==> config.mk <==
export PLATFORM = sky130hd
export DESIGN_NAME = seg7_scan_reader
export DESIGN_NICKNAME = d
export VERILOG_FILES = /design/src/rtl/seg7_pkg.sv /design/src/rtl/seg7_pattern_match.sv /design/src/rtl/seg7_scan_reader.sv
export SDC_FILE = /design/constraint.sdc
export NUM_CORES = 1
export LEC_CHECK = 0
export CAP_MARGIN = 0
export CORE_MARGIN = 3
export CORE_UTILIZATION = 62
export DETAILED_ROUTE_END_ITERATION = 7
export DONT_BUFFER_PORTS = 1
export HOLD_SLACK_MARGIN = 0.12
export PLACE_DENSITY = 0.87
export SYNTH_ARGS = -nofsm -noshare
export SYNTH_HDL_FRONTEND = slang
export SYNTH_SLANG_ARGS = --single-unit
==> constraint.sdc <==
create_clock -name clk -period 8.9 [get_ports clk]
set_input_delay 1.78 -clock clk [delete_from_list [all_inputs] [get_ports clk]]
set_output_delay 1.78 -clock clk [all_outputs]
set_load 0.03 [all_outputs]
==> src/rtl/seg7_pkg.sv <==
//------------------------------------------------------------------------------
// seg7_pkg: shared 7-segment widths, active-low glyph table and reader states.
// Rev 1.0
//------------------------------------------------------------------------------
`timescale 1ns/1ps
`default_nettype none

package seg7_pkg;
  localparam int SEG_W    = 7;
  localparam int NIBBLE_W = 4;

  localparam logic [SEG_W-1:0] SEG_UNKNOWN = 7'b0110110;

  // Entry n (n = 0..F) lives at [n*SEG_W +: SEG_W]; bit6..bit0 = g..a, active-low.
  localparam logic [16*SEG_W-1:0] GLYPH_TABLE = {
    7'b0001110, 7'b0000110, 7'b0100001, 7'b1000110,
    7'b0000011, 7'b0001000, 7'b0010000, 7'b0000000,
    7'b1111000, 7'b0000010, 7'b0010010, 7'b0011001,
    7'b0110000, 7'b0100100, 7'b1111001, 7'b1000000
  };

  typedef enum logic [0:0] {
    COLLECT = 1'b0,
    HOLD    = 1'b1
  } state_t;
endpackage

`default_nettype wire

==> src/rtl/seg7_pattern_match.sv <==
//------------------------------------------------------------------------------
// seg7_pattern_match: combinational active-low glyph to {hit, nibble} lookup.
// Rev 1.0
//------------------------------------------------------------------------------
`timescale 1ns/1ps
`default_nettype none

module seg7_pattern_match
  import seg7_pkg::*;
(
  input  logic [SEG_W-1:0]    seg,
  output logic                hit,
  output logic [NIBBLE_W-1:0] nibble
);

  always_comb begin
    hit    = 1'b0;
    nibble = '0;
    for (int i = 0; i < 16; i++) begin
      if (seg == GLYPH_TABLE[i*SEG_W +: SEG_W]) begin
        hit    = 1'b1;
        nibble = NIBBLE_W'(i);
      end
    end
    if (seg == SEG_UNKNOWN) begin
      hit    = 1'b0;
      nibble = '0;
    end
  end

endmodule

`default_nettype wire

==> src/rtl/seg7_scan_reader.sv <==
//------------------------------------------------------------------------------
// seg7_scan_reader: recovers per-digit hex nibbles from a scanned 7-seg bus.
// Define SEG7_SCAN_READER_ERRCNT_EN to add the err_count output. Rev 1.0
//------------------------------------------------------------------------------
`timescale 1ns/1ps
`default_nettype none

module seg7_scan_reader
  import seg7_pkg::*;
#(
  parameter int NUM_DIGITS    = 4,
  parameter int STABLE_CYCLES = 4
) (
  input  logic                           clk,
  input  logic                           rst,
  input  logic [NUM_DIGITS-1:0]          an_in,
  input  logic [SEG_W-1:0]               seg_in,
  output logic [NIBBLE_W*NUM_DIGITS-1:0] frame_digits,
  output logic [NUM_DIGITS-1:0]          frame_bad,
  output logic                           frame_valid,
  input  logic                           frame_ready,
  output logic                           overrun
`ifdef SEG7_SCAN_READER_ERRCNT_EN
  ,
  output logic [7:0]                     err_count
`endif
);

  localparam int         c_bus_w  = NUM_DIGITS + SEG_W;
  localparam logic [7:0] c_stable = 8'(STABLE_CYCLES);

  logic [c_bus_w-1:0]             r_sync1, r_sync2, r_prev;
  logic [7:0]                     r_cnt, w_cnt_next;
  logic                           w_strobe, w_capture, w_hit, w_seen_full, w_transfer;
  logic [NIBBLE_W-1:0]            w_nibble;
  logic [NUM_DIGITS-1:0]          w_an_act, w_cap_mask, r_seen, r_work_bad;
  logic [NIBBLE_W*NUM_DIGITS-1:0] r_work;
  state_t                         r_state;

  assign w_an_act = ~r_sync2[c_bus_w-1 -: NUM_DIGITS];

  seg7_pattern_match u_match (
    .seg    (r_sync2[SEG_W-1:0]),
    .hit    (w_hit),
    .nibble (w_nibble)
  );

  always_comb begin
    w_cnt_next = r_cnt;
    if (r_sync2 != r_prev)
      w_cnt_next = 8'd1;
    else if (r_cnt != c_stable)
      w_cnt_next = r_cnt + 8'd1;
  end

  // Strobe only on the transition into saturation, so a long hold captures once.
  assign w_strobe    = (w_cnt_next == c_stable) && (r_cnt != c_stable);
  assign w_capture   = w_strobe && $onehot(w_an_act);
  assign w_cap_mask  = w_capture ? w_an_act : '0;
  assign w_seen_full = &r_seen;
  assign w_transfer  = frame_valid && frame_ready;

  always_ff @(posedge clk or posedge rst) begin
    if (rst) begin
      r_sync1 <= '0;
      r_sync2 <= '0;
      r_prev  <= '0;
      r_cnt   <= '0;
    end else begin
      r_sync1 <= {an_in, seg_in};
      r_sync2 <= r_sync1;
      r_prev  <= r_sync2;
      r_cnt   <= w_cnt_next;
    end
  end

  always_ff @(posedge clk or posedge rst) begin
    if (rst) begin
      r_work     <= '0;
      r_work_bad <= '0;
    end else begin
      for (int i = 0; i < NUM_DIGITS; i++) begin
        if (w_cap_mask[i]) begin
          r_work[i*NIBBLE_W +: NIBBLE_W] <= w_hit ? w_nibble : '0;
          r_work_bad[i]                  <= ~w_hit;
        end
      end
    end
  end

`ifdef SEG7_SCAN_READER_ERRCNT_EN
  always_ff @(posedge clk or posedge rst) begin
    if (rst)
      err_count <= '0;
    else if (w_capture && !w_hit && (err_count != 8'hFF))
      err_count <= err_count + 8'd1;
  end
`endif

  // A capture landing on a hand-off edge seeds the next frame's seen mask.
  always_ff @(posedge clk or posedge rst) begin
    if (rst) begin
      r_state      <= COLLECT;
      r_seen       <= '0;
      frame_digits <= '0;
      frame_bad    <= '0;
      frame_valid  <= 1'b0;
      overrun      <= 1'b0;
    end else begin
      case (r_state)
        COLLECT: begin
          if (w_seen_full) begin
            frame_digits <= r_work;
            frame_bad    <= r_work_bad;
            frame_valid  <= 1'b1;
            r_seen       <= w_cap_mask;
            r_state      <= HOLD;
          end else begin
            r_seen <= r_seen | w_cap_mask;
          end
        end
        HOLD: begin
          if (w_transfer) begin
            frame_valid <= 1'b0;
            r_seen      <= r_seen | w_cap_mask;
            r_state     <= COLLECT;
          end else if (w_seen_full) begin
            overrun <= 1'b1;
            r_seen  <= w_cap_mask;
          end else begin
            r_seen <= r_seen | w_cap_mask;
          end
        end
        default: r_state <= COLLECT;
      endcase
    end
  end

endmodule

`default_nettype wire

# Yosys cells after proc, flatten, opt, wreduce, memory -nomap -nowiden
# Cells that the tools add are included.
[word_totals]
ff_bits = 88
input_bits = 14
out_inout_bits = 22
wordCells = 103
[op_classes]
add_sub_neg = 4
eq_ne = 22
mux = 46
bitwise_logic = 5
reduce_logical = 8
[op_table]
columns = ["cell", "n"]
rows = [
  ["$mux 4", 13],
  ["$eq 7x6->1 const B", 4],
  ["$eq 7x7->1 const B", 4],
  ["$mux 1", 22],
  ["$eq 7x5->1 const B", 3],
  ["$mux 8", 2],
  ["$eq 7x2->1 const B", 2],
  ["$eq 7x4->1 const B", 2],
  ["$mux 3", 4],
  ["$ne 11x11->1", 1],
  ["$add 8x1->8 const B", 1],
  ["$eq 8x3->1 const B", 1],
  ["$ne 8x3->1 const B", 1],
  ["$pmux 4 s2", 1],
  ["$eq 7x3->1 const B", 1],
  ["$logic_not 7->1", 1],
  ["$reduce_and 6->1", 1],
  ["$reduce_and 5->1", 1],
  ["$add 1x1->2", 2],
  ["$mux 2", 2],
  ["$ne 2x2->1 const B", 2],
  ["$not 4->4", 1],
  ["$or 4x4->4", 1],
  ["$pmux 1 s2", 2],
  ["6 further kinds", 10],
]

# Longest topological paths before layout
# Gate-level depths: netlist of run 1.
[logic_depth]
ltp_word = 19
depth_mapped = 9
mapped_depth_nobuf = 9

# Cells and area by module
# A second synthesis of run 1 with hierarchy kept.
[hier_totals]
hier_cells = 280
hier_area_um2 = 3787.4
[modules_own_cells]
columns = ["mod", "n_inst", "cells_each", "area_per_inst_um2", "seq_area_each_um2"]
rows = [
  ["seg7_scan_reader", 1, 235, 3447.1, 2202.1],
  ["seg7_pattern_match", 1, 45, 340.3, 0.0],
]

# Least setup slack after synthesis of run 1
# Ideal clock, no wire load.
[synth_timing]
path_type = "reg-to-reg"
from = "reg r_sync2[7]"
to = "reg r_work_bad[0]"
setup_ns = 0.080
arrival_ns = 2.771
required_ns = 8.820
setup_slack_ns = 6.049
path_stages_with_launch = 10
n_path_buf = 0
synth_period_minus_slack_ns = 2.851
cell_sequence = "dfrtp_1 -> fa_1 -> inv_1 -> ha_1 -> ha_1 -> or4bb_1 -> nor3_1 -> o211ai_1 -> nor4_4 -> mux2i_1"
[synth_between]
elab_chain_cells = 6
elab_cells_between_ends = 10
classes_between = "2 x add/sub; 3 x eq/ne; 2 x mux; 1 x bitwise; 2 x reduce/logical"
[synth_lines]
columns = ["element", "line_no", "rtl"]
rows = [
  ["start, declared", "seg7_scan_reader.sv:32", "logic [c_bus_w-1:0] r_sync1, r_sync2, r_prev;"],
  ["start signal, assigned", "seg7_scan_reader.sv:71", "r_sync2 <= r_sync1;"],
  ["$ne 11x11->1 or $not 4->4 (tied branches)", "seg7_scan_reader.sv:50, seg7_scan_reader.sv:40", ""],
  ["$mux 8 or $add 1x1->2 (tied branches)", "seg7_scan_reader.sv:50, seg7_scan_reader.sv:58", ""],
  ["$eq 8x3->1 or $add 2x2->3 (tied branches)", "seg7_scan_reader.sv:57, seg7_scan_reader.sv:58", ""],
  ["$logic_and 1x1->1 or $eq 3x1->1 (tied branches)", "seg7_scan_reader.sv:57, seg7_scan_reader.sv:58", ""],
  ["$logic_and 1x1->1", "seg7_scan_reader.sv:58", "assign w_capture = w_strobe && $onehot(w_an_act);"],
  ["$mux 4 (*)", "seg7_scan_reader.sv:59", "assign w_cap_mask = w_capture ? w_an_act : '0;"],
  ["end signal, assigned by index", "seg7_scan_reader.sv:85", "r_work_bad[i] <= ~w_hit;"],
  ["end, declared", "seg7_scan_reader.sv:36", "logic [NUM_DIGITS-1:0] w_an_act, w_cap_mask, r_seen, r_work_bad;"],
]
# Every way passes the cells marked *; elsewhere a longest branch is shown, timed or not.
# A chain may end at the register's enable or synchronous reset.

# Worst setup path in the final report of run 1
[layout_timing]
from = "reg r_sync2[7]"
to = "reg r_work[4]"
[layout_between]
elab_chain_cells = 6
elab_cells_between_ends = 10
classes_between = "2 x add/sub; 3 x eq/ne; 2 x mux; 1 x bitwise; 2 x reduce/logical"
[layout_lines]
columns = ["element", "line_no", "rtl"]
rows = [
  ["$ne 11x11->1 or $not 4->4 (tied branches)", "seg7_scan_reader.sv:50, seg7_scan_reader.sv:40", ""],
  ["$mux 8 or $add 1x1->2 (tied branches)", "seg7_scan_reader.sv:50, seg7_scan_reader.sv:58", ""],
  ["$eq 8x3->1 or $add 2x2->3 (tied branches)", "seg7_scan_reader.sv:57, seg7_scan_reader.sv:58", ""],
  ["$logic_and 1x1->1 or $eq 3x1->1 (tied branches)", "seg7_scan_reader.sv:57, seg7_scan_reader.sv:58", ""],
  ["$logic_and 1x1->1 (*)", "seg7_scan_reader.sv:58", ""],
  ["$mux 4 (*)", "seg7_scan_reader.sv:59", ""],
  ["end signal, assigned by index", "seg7_scan_reader.sv:84", "r_work[i*NIBBLE_W +: NIBBLE_W] <= w_hit ? w_nibble : '0;"],
  ["end, declared", "seg7_scan_reader.sv:37", "logic [NIBBLE_W*NUM_DIGITS-1:0] r_work;"],
]
# Marks and branches as above.

==> results.md, run 1 <==
- Category of the most critical setup path: register to register
- Setup repair after global routing missed its margin: false
- Type of destination of the critical path: register
- Yosys warning total: 0
- Area growth, synth to finish: 5.65%
- Vias after detailed routing: 2238
- Leading cell types by total area after synthesis: sky130_fd_sc_hd__dfrtp_1, sky130_fd_sc_hd__mux2i_1, sky130_fd_sc_hd__mux2_1
- Number of enable flip-flop cells after synthesis: 0
- Syn Area/Cell: about 13 sq um
- CTS sink count: 88
- Leading cell types in the layout, fill and taps excluded: sky130_fd_sc_hd__dfrtp_1, sky130_fd_sc_hd__inv_1, sky130_fd_sc_hd__mux2i_1
- Final sum of negative setup slack: 0 ns
- Leakage power figure: between 1.5 and 2 nW
- Summed instance area of the synthesized netlist: ~3800 sq um
- Outcome: complete, no violations
- Most common library cell in the layout ignoring fill and taps: sky130_fd_sc_hd__dfrtp_1
- Vias/cell: approximately 6
- Max-cap violations: 0
- Clk root buf: sky130_fd_sc_hd__clkbuf_8
- Async SR Flop Fraction: 1.00
- Hold buffer count at cts: 0
- Required time of the critical path: 9.18 ns
- First-pass GRT wire length: between 10 and 15 mm
- Headroom to the max-slew limit: 0.314
- Final setup violating endpoints: 0
- Number of primary I/O pins: 36
- Effective utilization at floorplan: 0.667
- Final Max Tran Viols: 0
- Path category of the worst min-delay check: register to register
- Number of placed instances with taps included: approximately 370
- Slowest Stage Delay on Critical Path: approximately 0.55 ns
- Total power per unit cell area: around 170 nW/um^2
- Std-Cell Rows: 27
- Remaining routing DRC violations: 0
- TritonCTS clock tree: done
- Minimum period implied by the final worst setup slack: around 3.2 ns
- Leftover overflow at the end of global routing: 0
- Proportion of synthesized chip area in sequential cells: 0.579
- Wire per inst: approximately 16 um
- Placeable Area: about 5700 sq um
- CP startpoint kind: register
- Arrival time reported for the critical path endpoint: 3.45 ns
- Vias in the first global route: 2244
- Buf+Inv Stages, Crit Path: 1
- Horizontal extent of the die: about 84 um
- Final critical-path share of the clock period: 0.356
- Leading area contributor after synthesis: sky130_fd_sc_hd__dfrtp_1
- Length of the first detailed-routing pass in iterations: 4
- Total placed instance area: just under 4000 sq um
- Layout Cells excl Fill: 382
- Cell type group with the largest total delay on the critical path: simple AND/OR/NAND/NOR gates
- Pin slew with the least headroom to its limit: 1.03 ns
- Routability congestion estimate from global placement: 0.780
- Clock tree skew after final layout: 0.0119 ns
- Most frequently used flop master after synthesis: sky130_fd_sc_hd__dfrtp_1
- Cell variety after synth: 52
- Post-layout instance area: just over 4000 sq um
- Number of gates given a new drive strength after cts: 0
- Number of nets in the layout: around 320
- Ordered list of cells on the worst path: fa_1 -> inv_1 -> ha_1 -> ha_1 -> or4bb_1 -> nor3_1 -> o211ai_1 -> nor4_4 -> mux2i_1
- Skew-Pair Late Insertion Delay: 0.36 ns
- Number of buffer cells added on primary ports: 0
- Pin count of the biggest net entering global routing: slightly below 90
- Detail Route Antenna Nets: 0
- Post-DP HPWL: 4.21 mm
- Number of register bits inferred by synthesis: just under 90
- Clock transition time at the flip-flop clock pins of the worst setup and hold paths: 0.08 ns
- Largest fanout on the critical path: 6
- Post-synthesis cell count: ~300
- Fmax achieved: approximately 320 MHz
- Overall die height: between 80 and 90 um
- Final Routed Wirelength: ~6.2 mm
- All-layer global routing usage: 0.191
- Cell with the largest stage delay on the worst path: sky130_fd_sc_hd__fa_1
- Most prevalent standard cell on the critical path: sky130_fd_sc_hd__ha_1
- Htree depth: 3
- Number of antenna violations at the first check in global routing: 0
- Peak VDD IR: between 0.15 and 0.2 mV
- Final hold viol count: 0
- Proportion of netlist area held by the largest area contributor: 0.579
- Post-CTS setup repair buffer count: 0
- Die footprint: a little over 7000 sq um
- Number of buffers inserted during clock tree synthesis: 9
- Detailed router's first-iteration violation count: approximately 160
- Layout cell share with drive strength beyond 1: 0.106
- Net count after synthesis: approximately 320
- Clock buffer depth: 2
- Antenna fix cells: 0
[cell families after synthesis]
logic type,count (synthesis),share of synthesized area
xor gates and xnor gates,18,0.0414
and+or+nand+nor,75,0.137
DFF,88,0.579
adders and majority gates,5,0.0184
AOI/OAI and AO/OA,34,0.0631
muxes,41,0.115
buffers and inverters,43,0.0467
[state kept, by name (all words and copies together), names as in the netlist]
name,count
r_seen,4
overrun,1
r_cnt,8
r_work,16
r_prev,11
r_sync2,11
r_sync1,11
frame_valid,1
frame_digits,16
r_state,1
frame_bad,4
r_work_bad,4
[cells in the mapped netlist (all sizes together), types with 2 or more instances]
cell      n
inv      31
mux2     21
nand4     8
o211ai    4
and3      2
clkbuf    4
nand2b    3
o31ai     2
a31oi     5
nor3     13
buf       8
o21ai     6
nor3b     2
nor2b     2
nand2     6
dfrtp    88
nand3     4
xnor2     4
and3b     2
and2      2
a21oi     5
nor4      8
a211oi    2
xor2     14
nor2     13
nor4b     3
ha        4
a21o      4
mux2i    20
a2bb2oi   2
[worst paths after layout]
path | start | to | slack [ns] | cells past startpoint
max | r_sync2[7] | r_work[4] | 5.73 | 9
min | r_sync1[10] | r_sync2[10] | 0.35 | 0
max reg2reg | r_sync2[7] | r_work[4] | 5.73 | 9
min reg2reg | r_sync1[10] | r_sync2[10] | 0.35 | 0
max in group asynchronous | rst | r_work_bad[3] | 6.63 | 2
min in group asynchronous | rst | r_cnt[2] | 1.61 | 2
[worst register-to-register path: cells and delay by family, from the launching register on]
family / cells / cell delay [ns]
compound gates: 1 / 0.16
fa+ha+maj: 3 / 0.98
buf+inv: 1 / 0.04
flops: 1 / 0.44
mux: 1 / 0.26
simple gates: 3 / 1.22
[cell type report]
class	count	area (sq um)
clock buffer	10	128
clock inverter	6	42.5
fill	373	1690
inverter	31	118
multi-input combinational	173	1430
sequential	88	2200
tap	72	90.1
timing repair buffer	2	15.0
[power breakdown]
part / internal (mW) / switching [mW]
sequential: 0.407 / 0.0119
combinational: 0.00893 / 0.0159
clock: 0.102 / 0.140
total: 0.519 / 0.168
[layer usage]
layer  GRT usage  wire, um
met2       0.286      2830
met1       0.268      2870
met4      0.0748       123
met5           0         0
met3      0.0520       347
[metrics by stage]
stage	setup slack, ns	hold slack, ns	utilization	total power [mW]
after floorplan	4.84	0.331	-	0.446
after global placement	5.77	0.332	0.675	0.451
after detailed placement	5.72	0.335	0.675	0.453
after CTS	5.72	0.354	0.704	0.692
after global routing	5.54	0.361	0.704	0.717
final	5.73	0.351	0.704	0.686
Power figures use the tool's default switching activity.
==> run 2: changes to the inputs <==
==> constraint.sdc (replaced) <==
create_clock -name clk -period 3.1 [get_ports clk]
set_input_delay 0.62 -clock clk [delete_from_list [all_inputs] [get_ports clk]]
set_output_delay 0.62 -clock clk [all_outputs]
set_load 0.03 [all_outputs]
==> results.md, run 2 (synthesis results as in run 1) <==
- Number of buffers inserted during clock tree synthesis: 9 (unchanged)
- Antenna fix cells: 0 (unchanged)
- Vias in the first global route: 2364 (was 2244)
- Detailed router's first-iteration violation count: 208 (was 163)
- Cell with the largest stage delay on the worst path: sky130_fd_sc_hd__or4bb_4 (was sky130_fd_sc_hd__fa_1)
- Fmax achieved: 330 MHz (was 316 MHz)
- Htree depth: 3 (unchanged)
- Pin count of the biggest net entering global routing: 36 (was 89)
- Path category of the worst min-delay check: primary input to asynchronous set/reset pin (was register to register)
- Number of buffer cells added on primary ports: 0 (unchanged)
- Clock tree skew after final layout: 0.0122 ns (was 0.0119 ns)
- Setup repair after global routing missed its margin: true (was false)
- Final setup violating endpoints: 0 (unchanged)
- Final Power: 2.20 mW (was 686 uW)
- Remaining routing DRC violations: 0 (unchanged)
- Max-cap violations: 0 (unchanged)
- Horizontal extent of the die: 84.4 um (unchanged)
- Leading cell types in the layout, fill and taps excluded: sky130_fd_sc_hd__dfrtp_1, sky130_fd_sc_hd__inv_1, sky130_fd_sc_hd__mux2i_1 (unchanged)
- Ordered list of cells on the worst path: fa_1 -> inv_1 -> ha_1 -> ha_1 -> or4bb_4 -> nor3_2 -> o211ai_1 -> nor4_4 -> buf_6 -> mux2i_1 (was fa_1 -> inv_1 -> ha_1 -> ha_1 -> or4bb_1 -> nor3_1 -> o211ai_1 -> nor4_4 -> mux2i_1)
- Slowest Stage Delay on Critical Path: 0.56 ns (was 0.55 ns)
- Final sum of negative setup slack: 0 ns (unchanged)
- Placeable Area: 5710 sq um (unchanged)
- Leakage power figure: 1.87 nW (was 1.78 nW)
- Post-DP HPWL: 4.51 mm (was 4.21 mm)
- Area growth, synth to finish: 10.4% (was 5.65%)
- Critical register-to-register path endpoint: r_work[15] (was r_work[4])
- Most common library cell in the layout ignoring fill and taps: sky130_fd_sc_hd__dfrtp_1 (unchanged)
- Overall die height: 84.4 um (unchanged)
- Clock transition time at the flip-flop clock pins of the worst setup and hold paths: 0.09 ns (was 0.08 ns)
- Peak VDD IR: 0.632 mV (was 0.184 mV)
- Final Routed Wirelength: 6.99 mm (was 6.16 mm)
- Headroom to the max-slew limit: 0.464 (was 0.314)
- Number of nets in the layout: 332 (was 324)
- Number of antenna violations at the first check in global routing: 0 (unchanged)
- Length of the first detailed-routing pass in iterations: 4 (unchanged)
- Required time of the critical path: 3.37 ns (was 9.18 ns)
- Clock buffer depth: 2 (unchanged)
- Flop-to-flop setup slack: 0.07 ns (was 5.73 ns)
- Skew-Pair Late Insertion Delay: 0.36 ns (about the same)
- Minimum period implied by the final worst setup slack: 3.03 ns (was 3.17 ns)
- Post-route core utilization: 0.736 (was 0.704)
- Wire per inst: 17.9 um (was 16.1 um)
- Clk root buf: sky130_fd_sc_hd__clkbuf_8 (unchanged)
- Die footprint: 7110 sq um (unchanged)
- Effective utilization at floorplan: 0.667 (unchanged)
- Vias after detailed routing: 2324 (was 2238)
- Layout Cells excl Fill: 390 (was 382)
- TritonCTS clock tree: done (unchanged)
- Hold buffer count at cts: 0 (unchanged)
- Final critical-path share of the clock period: 0.978 (was 0.356)
- Leftover overflow at the end of global routing: 0 (unchanged)
- All-layer global routing usage: 0.212 (was 0.191)
- CP startpoint kind: register (unchanged)
- Category of the most critical setup path: register to register (unchanged)
- Arrival time reported for the critical path endpoint: 3.31 ns (was 3.45 ns)
- Largest fanout on the critical path: 6 (unchanged)
- Outcome: complete, no violations (unchanged)
- Final Max Tran Viols: 0 (unchanged)
- Most prevalent standard cell on the critical path: sky130_fd_sc_hd__ha_1 (unchanged)
- Detail Route Antenna Nets: 0 (unchanged)
- Type of destination of the critical path: register (unchanged)
- Routability congestion estimate from global placement: 0.791 (was 0.780)
- Pin slew with the least headroom to its limit: 0.794 ns (was 1.03 ns)
- Total power per unit cell area: 524 nW/um^2 (was 171 nW/um^2)
- Reg-to-reg critical path startpoint: r_sync2[7] (unchanged)
- Reg2Reg Depth: 10 (was 9)
- Vias/cell: 5.96 (was 5.86)
- Biggest regs: frame_digits: 16 flops, r_work: 16 flops (unchanged)
- Std-Cell Rows: 27 (unchanged)
- Layout cell share with drive strength beyond 1: 0.154 (was 0.106)
- First-pass GRT wire length: 11.9 mm (was 10.8 mm)
- Hold_ws: 0.161 ns (was 0.351 ns)
- Final hold viol count: 0 (unchanged)
- Number of placed instances with taps included: 373 (was 366)
- Number of primary I/O pins: 36 (unchanged)
- CTS sink count: 88 (unchanged)
[run 2: cell types whose count changed in the layout (fill, tap and decap cells not counted), moves of 2 or more]
cell	delta
sky130_fd_sc_hd__bufinv_16	+2
sky130_fd_sc_hd__nor3_2	+4
sky130_fd_sc_hd__nor3_1	-4
sky130_fd_sc_hd__buf_6	+4
sky130_fd_sc_hd__clkinvlp_4	-2
sky130_fd_sc_hd__clkbuf_8	+2
sky130_fd_sc_hd__clkinv_2	-2
sky130_fd_sc_hd__buf_4	+4
[run 2: how the worst max path moves through the flow]
stage	from	endpoint	slack, ns	cells past startpoint
3_3_place_gp	r_sync2[7]	r_work[8]	0.17	10
6_report	r_sync2[7]	r_work[15]	0.07	10
2_1_floorplan	rst	frame_bad[0]	0.20	1
3_5_place_dp	r_sync2[7]	r_work[1]	0.09	10
4_1_cts	r_sync2[7]	r_work[8]	0.05	10
5_1_grt	r_sync2[7]	r_work[15]	-0.06	10
[run 2: where the power goes]
group | leakage [nW] | internal (mW) | total [mW] | switching, mW
clock network | 0.121 | 0.505 | 0.919 | 0.414
registers | 1.15 | 1.17 | 1.20 | 0.0342
logic | 0.608 | 0.0278 | 0.0767 | 0.0490
total | 1.87 | 1.70 | 2.20 | 0.497
[run 2: critical path: cells and delay by family, from the launching register on]
kind / cells / cell delay, ns
simple gates: 3 / 0.94
compound gates: 1 / 0.16
mux: 1 / 0.21
buf+inv: 2 / 0.23
fa+ha+maj: 3 / 0.97
flops: 1 / 0.45
[run 2: routing by layer]
layer,vias up,part of all wire,GRT usage
met5,-,0,0
met4,0,0.016,0.0820
met3,10,0.048,0.0451
met2,56,0.50,0.336
met1,1172,0.44,0.291
li1,1086,-,-
[run 2: what timing repair did]
| item | 4_1_cts | 5_1_grt |
|---|---|---|
| endpoints found under the setup margin | 0 | 20 |
| buffers inserted | 0 | 1 |
| gates resized for setup | 0 | 12 |
[run 2: area by class of cell]
| cell class | count | area, sq um |
|---|---|---|
| multi-input combinational | 173 | 1460 |
| timing repair buffer | 10 | 90.1 |
| fill | 359 | 1510 |
| clock inverter | 5 | 86.3 |
| inverter | 31 | 118 |
| tap | 72 | 90.1 |
| sequential | 88 | 2200 |
| clock buffer | 11 | 151 |
[run 2: metrics by stage]
step                area, sq um  setup WS (ns)
global route               4200        -0.0644
global placement           3900          0.171
finish                     4200         0.0696
detailed placement         3900         0.0933
CTS                        4140         0.0454
floorplan                  3810          0.201
